==> config.mk <==
export PLATFORM = sky130hd
export DESIGN_NAME = stopwatch_uart_link
export DESIGN_NICKNAME = d
export VERILOG_FILES = /design/src/rtl/stopwatch_pkg.sv /design/src/rtl/stopwatch_uart_link_bin2dec2.sv /design/src/rtl/stopwatch_uart_link.sv
export SDC_FILE = /design/constraint.sdc
export NUM_CORES = 1
export LEC_CHECK = 0
export ABC_CLOCK_PERIOD_IN_PS = 4300
export CAP_MARGIN = 10
export CORE_AREA = 4 4 60 83
export DETAILED_ROUTE_END_ITERATION = 16
export DIE_AREA = 0 0 64 87
export PLACE_DENSITY_LB_ADDON = 0.25
export RECOVER_POWER = 25
export SLEW_MARGIN = 20
export SYNTH_ARGS = -nofsm -noshare
export SYNTH_HDL_FRONTEND = slang
export SYNTH_HIERARCHICAL = 1
export SYNTH_SLANG_ARGS = --single-unit
export TNS_END_PERCENT = 100
==> constraint.sdc <==
create_clock -name clk -period 4.3 [get_ports clk]
set_input_delay 0.86 -clock clk [delete_from_list [all_inputs] [get_ports clk]]
set_output_delay 0.86 -clock clk [all_outputs]
set_load 0.1 [all_outputs]
==> src/rtl/stopwatch_pkg.sv <==
// Shared types and constants for the stop_watch UART remote-control bridge.
package stopwatch_pkg;

   // stop_watch mode encoding (one-hot, as driven by the stop_watch FSM)
   typedef enum logic [2:0] {
      IDLE    = 3'b100,
      RUNNING = 3'b001,
      CLEAR   = 3'b010
   } state_t;

   typedef enum logic {
      RX_IDLE  = 1'b0,
      RX_GUARD = 1'b1
   } rx_state_t;

   typedef enum logic [1:0] {
      TX_IDLE  = 2'd0,
      TX_SEND  = 2'd1,
      TX_GUARD = 2'd2,
      TX_WAIT  = 2'd3
   } tx_state_t;

   // command bytes
   localparam logic [7:0] CMD_BTN_U = 8'h42;
   localparam logic [7:0] CMD_BTN_L = 8'h62;
   localparam logic [7:0] CMD_RPT_U = 8'h54;
   localparam logic [7:0] CMD_RPT_L = 8'h74;
   localparam logic [7:0] ASCII_CR  = 8'h0D;
   localparam logic [7:0] ASCII_LF  = 8'h0A;
   localparam logic [7:0] ASCII_0   = 8'h30;

   // report mode characters
   localparam logic [7:0] CHR_IDLE    = 8'h49;
   localparam logic [7:0] CHR_RUNNING = 8'h52;
   localparam logic [7:0] CHR_CLEAR   = 8'h43;
   localparam logic [7:0] CHR_UNKNOWN = 8'h3F;

   localparam int REPORT_LEN = 4;
   localparam int IDX_W      = 2;

   // Map a raw mode encoding to its report character; illegal encodings show '?'
   function automatic logic [7:0] mode_char(input logic [2:0] mode);
      case (mode)
         IDLE:    mode_char = CHR_IDLE;
         RUNNING: mode_char = CHR_RUNNING;
         CLEAR:   mode_char = CHR_CLEAR;
         default: mode_char = CHR_UNKNOWN;
      endcase
   endfunction

endpackage

==> src/rtl/stopwatch_uart_link_bin2dec2.sv <==
// Binary to two BCD digits, saturating at 99.
module bin2dec2 #(
   parameter int TIME_W = 5
) (
   input  logic [TIME_W-1:0] bin,
   output logic [3:0]        tens,
   output logic [3:0]        ones
);

   logic [6:0] val;

   // divide by ten; anything above 99 clamps to "99"
   always_comb begin
      val = 7'(bin);
      if (val > 7'd99) begin
         tens = 4'd9;
         ones = 4'd9;
      end else begin
         tens = 4'(val / 7'd10);
         ones = 4'(val % 7'd10);
      end
   end

endmodule

==> src/rtl/stopwatch_uart_link.sv <==
// UART byte interface <-> stop_watch bridge: command decode and status reports.
//
// state    | meaning
// ---------+----------------------------------------------------------
// RX_IDLE  | waiting for rxready_i; latches the byte when it appears
// RX_GUARD | acknowledge + decode cycle, rxready_i ignored
// TX_IDLE  | waiting for report_pending; takes the snapshot
// TX_SEND  | strobes byte[idx] as soon as the transmitter is ready
// TX_GUARD | one cycle for the UART to drop txready_i
// TX_WAIT  | waits for the byte to finish, then next byte or done
import stopwatch_pkg::*;

module stopwatch_uart_link #(
   parameter int TIME_W      = 5,
   parameter bit AUTO_REPORT = 1'b0
) (
   input  logic              clk,
   input  logic              nRst_i,
   input  logic [7:0]        rxdata_i,
   input  logic              rxready_i,
   output logic              rxclk_o,
   output logic [7:0]        txdata_o,
   input  logic              txready_i,
   output logic              txclk_o,
   input  logic [2:0]        mode_i,
   input  logic [TIME_W-1:0] time_i,
   output logic              button_o,
   output logic              rx_err_o
);

   rx_state_t         rx_state, rx_next;
   logic [7:0]        rx_byte;
   logic              rpt_req_rx;

   tx_state_t         tx_state, tx_next;
   logic [IDX_W-1:0]  idx;
   logic              idx_inc;
   logic              snap_take;
   logic [2:0]        snap_mode;
   logic [TIME_W-1:0] snap_time;
   logic [3:0]        tens, ones;
   logic [7:0]        cur_byte;

   logic              report_pending;
   logic              auto_req;

   // RX state register and byte latch
   always_ff @(posedge clk) begin
      if (!nRst_i) begin
         rx_state <= RX_IDLE;
         rx_byte  <= 8'h00;
      end else begin
         rx_state <= rx_next;
         if (rx_state == RX_IDLE && rxready_i)
            rx_byte <= rxdata_i;
      end
   end

   // RX next-state, acknowledge and command decode
   always_comb begin
      rx_next    = rx_state;
      rxclk_o    = 1'b0;
      button_o   = 1'b0;
      rx_err_o   = 1'b0;
      rpt_req_rx = 1'b0;
      case (rx_state)
         RX_IDLE: begin
            if (rxready_i)
               rx_next = RX_GUARD;
         end
         RX_GUARD: begin
            rxclk_o = 1'b1;
            rx_next = RX_IDLE;
            case (rx_byte)
               CMD_BTN_U, CMD_BTN_L: button_o   = 1'b1;
               CMD_RPT_U, CMD_RPT_L: rpt_req_rx = 1'b1;
               ASCII_CR, ASCII_LF:   ;
               default:              rx_err_o   = 1'b1;
            endcase
         end
         default: rx_next = RX_IDLE;
      endcase
   end

   // Auto-report watches time_i against a registered copy
   if (AUTO_REPORT) begin : g_auto
      logic [TIME_W-1:0] prev_time;

      // previous-time copy for change detection
      always_ff @(posedge clk) begin
         if (!nRst_i)
            prev_time <= '0;
         else
            prev_time <= time_i;
      end

      assign auto_req = (time_i != prev_time);
   end else begin : g_no_auto
      assign auto_req = 1'b0;
   end

   // Single-deep request flag; a new request wins over the snapshot clear
   always_ff @(posedge clk) begin
      if (!nRst_i)
         report_pending <= 1'b0;
      else if (rpt_req_rx || auto_req)
         report_pending <= 1'b1;
      else if (snap_take)
         report_pending <= 1'b0;
   end

   // TX state register, byte index and frozen snapshot
   always_ff @(posedge clk) begin
      if (!nRst_i) begin
         tx_state  <= TX_IDLE;
         idx       <= '0;
         snap_mode <= 3'b000;
         snap_time <= '0;
      end else begin
         tx_state <= tx_next;
         if (snap_take) begin
            snap_mode <= mode_i;
            snap_time <= time_i;
            idx       <= '0;
         end else if (idx_inc) begin
            idx <= idx + 1'b1;
         end
      end
   end

   bin2dec2 #(.TIME_W(TIME_W)) u_bin2dec2 (
      .bin  (snap_time),
      .tens (tens),
      .ones (ones)
   );

   // Report byte selected by index
   always_comb begin
      case (idx)
         2'd0:    cur_byte = mode_char(snap_mode);
         2'd1:    cur_byte = ASCII_0 + {4'h0, tens};
         2'd2:    cur_byte = ASCII_0 + {4'h0, ones};
         default: cur_byte = ASCII_CR;
      endcase
   end

   // TX next-state and strobe
   always_comb begin
      tx_next   = tx_state;
      txclk_o   = 1'b0;
      txdata_o  = 8'h00;
      snap_take = 1'b0;
      idx_inc   = 1'b0;
      case (tx_state)
         TX_IDLE: begin
            if (report_pending) begin
               snap_take = 1'b1;
               tx_next   = TX_SEND;
            end
         end
         TX_SEND: begin
            if (txready_i) begin
               txclk_o  = 1'b1;
               txdata_o = cur_byte;
               tx_next  = TX_GUARD;
            end
         end
         TX_GUARD: tx_next = TX_WAIT;
         TX_WAIT: begin
            if (txready_i) begin
               if (idx == IDX_W'(REPORT_LEN - 1)) begin
                  tx_next = TX_IDLE;
               end else begin
                  idx_inc = 1'b1;
                  tx_next = TX_SEND;
               end
            end
         end
         default: tx_next = TX_IDLE;
      endcase
   end

endmodule

==> results of run 1 <==
-- final cells by class --
class                           instances  area (µm²)  area share
Clock inverter                          1        30.0      0.0162
Tap cell                               60        75.1      0.0405
Sequential cell                        22         440       0.238
Timing Repair Buffer                   30         290       0.157
Inverter                               12        45.0      0.0243
Clock buffer                            3        41.3      0.0223
Multi-Input combinational cell        141         930       0.502
-- registers in the layout, indices dropped and copies added (netlist names) --
signal,flops
idx,2
report_pending,1
rx_byte,8
rx_state,1
snap_mode,3
snap_time,5
tx_state,2
-- worst max path at each step --
stage,from,end,cells past startpoint
6_report,snap_time[3]$_SDFFE_PN0P_,txdata_o[2],13
2_1_floorplan,snap_time[3]$_SDFFE_PN0P_,txdata_o[1],12
4_1_cts,snap_time[3]$_SDFFE_PN0P_,txdata_o[2],13
3_3_place_gp,snap_time[3]$_SDFFE_PN0P_,txdata_o[2],13
5_1_grt,snap_time[3]$_SDFFE_PN0P_,txdata_o[2],13
3_5_place_dp,snap_time[3]$_SDFFE_PN0P_,txdata_o[2],13
-- synth_stat cells, types with 2 or more instances --
master,instances
nand2_1,38
dfxtp_1,22
a21oi_1,20
inv_1,12
ha_1,10
nor2_1,7
clkbuf_1,5
buf_4,4
nand2b_1,4
nor2b_1,4
nor3_1,4
xnor2_1,4
a221oi_1,3
nor3b_1,3
o21a_1,3
o21ai_0,3
o21ai_1,3
or3b_1,3
and3b_1,2
conb_1,2
mux2i_1,2
-- worst min-delay path: cells and delay by family, from the launching register on --
family / cells / cell delay, ns
compound gates: 1 / 0.05
simple gates: 1 / 0.05
flops: 1 / 0.32
-- layer usage --
layer / vias to the layer above / GRT usage / wire [µm]
li1: 682 / - / -
met1: 553 / 0.124 / 1330
met2: 25 / 0.227 / 1590
met3: 5 / 0.0233 / 137
met4: 0 / 0.0530 / 55
met5: - / 0 / 0
-- power breakdown --
| group | leakage (nW) | internal (mW) | switching (mW) |
|---|---|---|---|
| Clock | 0.0357 | 0.124 | 0.0686 |
| Sequential | 0.179 | 0.213 | 0.00831 |
| Combinational | 0.482 | 0.0690 | 0.155 |
-- cells by family after synthesis --
kind of cell,synth area share
fa+ha+maj,0.0867
flops,0.305
compound gates,0.226
xor+xnor,0.0243
other cells,0.00521
buf+inv,0.0650
mux,0.0139
simple gates,0.274
-- stage by stage --
step / worst slack, ns / instances / util / hold WS, ns / cell area (µm²)
after global placement: 0.548 / 265 / 0.419 / 0.445 / 1780
after global routing: 0.00631 / 269 / 0.437 / 0.483 / 1850
after CTS: 0.199 / 269 / 0.436 / 0.471 / 1850
after detailed placement: 0.514 / 265 / 0.419 / 0.459 / 1780
after floorplan: 0.0819 / 184 / - / 0.431 / 1460
final: 0.283 / 269 / 0.437 / 0.468 / 1850
==> results.sh, run 1 <==
export IMPL_ys_types=46
export IMPL_clock_skew_ns=0.00490
export IMPL_layout_common_cells="nand2_1, dfxtp_1, a21oi_1, clkdlybuf4s50_1, inv_1"
export IMPL_ctsHoldBuffers=0
export IMPL_vias=1265
export IMPL_drt_iter0_drc=33
export IMPL_clk_pin_slew_worst_paths_ns=0.08
export IMPL_gr_usage_all_layers=0.119
export IMPL_leakage_nw=0.696
export IMPL_gr_total_overflow=0
export IMPL_fp_dieH_um=87
export IMPL_via_per_inst=4.70
export IMPL_numCtsBuffers=3
export IMPL_fin_nets=240
export IMPL_grt_setup_unrepaired="no"
export IMPL_finalHoldViolCount=0
export IMPL_finalCritPeriodShare=0.934
export IMPL_clk_latency_ns=0.27
export IMPL_gp_congestion=0.771
export IMPL_critical_path_startpoint_type="register"
export IMPL_drv_slew=0
export IMPL_critPathMaxStageDelay_ns=0.47
export IMPL_cts_resized=0
export IMPL_synth_edf_count=0
export IMPL_fin_tns_setup_ns=0
export IMPL_fin_crit_ns=4.02
export IMPL_required_ns=3.44
export IMPL_drc=0
export IMPL_grt_start_max_net_pins=21
export IMPL_cp_num_buf_inv=2
export IMPL_arrival_ns=3.16
export IMPL_yosysWarnings=6
export IMPL_reg2reg_depth=5
export IMPL_place_hpwl_um=2460
export IMPL_synthCells=183
export IMPL_rrSetupSlack_ns=2.73
export IMPL_syn_area_per_cell_um2=7.88
export IMPL_min_from="rx_byte[3]$_SDFFE_PN0P_"
export IMPL_crit_type="register to output port"
export IMPL_post_cts_buffers=0
export IMPL_final_layout_size_suffix_gt1_frac=0.110
export IMPL_antenna_cells=0
export IMPL_fmaxAchievable_ghz=0.249
export IMPL_drt_antenna_violating_nets=0
export IMPL_whs_path_depth=2
export IMPL_firstDrtPassIters=4
export IMPL_final_common_cell="nand2_1"
export IMPL_crit_family="compound AO/OA/AOI/OAI gates"
export IMPL_relSlewSlack=0.353
export IMPL_cp_cell_sequence="nor2_2 > inv_1 > ha_1 > nand2b_1 > o21a_1 > ha_1 > nor2b_4 > a2111oi_4 > o221ai_2 > mux2i_1 > a221oi_1 > o22ai_2 > buf_12"
export IMPL_initial_utilization=0.340
export IMPL_crit_top_cell="ha_1"
export IMPL_synth_top_area_cell="dfxtp_1"
export IMPL_port_buffers=30
export IMPL_clock_sinks=22
export IMPL_hp_class="register to register"
export IMPL_total_power_mw=0.638
export IMPL_synth_area_um2=1440
export IMPL_ir_drop_mv=0.140
export IMPL_rows=28
export IMPL_top_level_ports=32
export IMPL_critical_path_reg2reg_endpoint="tx_state[0]$_SDFFE_PN0P_"
export IMPL_ys_ff_latch=22
export IMPL_yosys_area_top_type_share=0.305
export IMPL_status="completed"
export IMPL_clock_root_buffer="clkbuf_8"
export IMPL_ys_seq_area_frac=0.305
export IMPL_area_growth_pct=28.4
export IMPL_synth_flop_cell="dfxtp_1"
export IMPL_grt_pass1_vias=1238
export IMPL_die_x_um=64
export IMPL_worst_slew_pin_transition_ns=0.968
export IMPL_async_flop_share=0
export IMPL_cap_violations=0
export IMPL_antenna_found_initial=0
export IMPL_routed_wl_um=3110
export IMPL_synth_area_leaders="dfxtp_1, nand2_1, ha_1"
export IMPL_fillers=438
export IMPL_dieArea_um2=5570
export IMPL_cts_tree="yes"
export IMPL_setup_viol=0
export IMPL_grt_pass1_wl_um=5280
export IMPL_slowest_stage="dfxtp_1"
export IMPL_r2r_start="tx_state[1]$_SDFFE_PN0P_"
export IMPL_wl_per_cell_um=11.5
export IMPL_cts_buffer_depth=2
export IMPL_powerDensity_nw_per_um2=344
export IMPL_worst_path_max_fanout=7
export IMPL_core_um2=4240
export IMPL_whs_endpoint="rx_byte[3]$_SDFFE_PN0P_"
export IMPL_cp_end_kind="output port"
export IMPL_cts_htree_levels=1
Note: power is estimated with default switching activity, not from simulation.
==> inputs of run 2 (changes only) <==
- SLEW_MARGIN: 20 -> 0
==> results of run 2 <==
No change in the layout: final DEF, timing and power equal those of run 1.
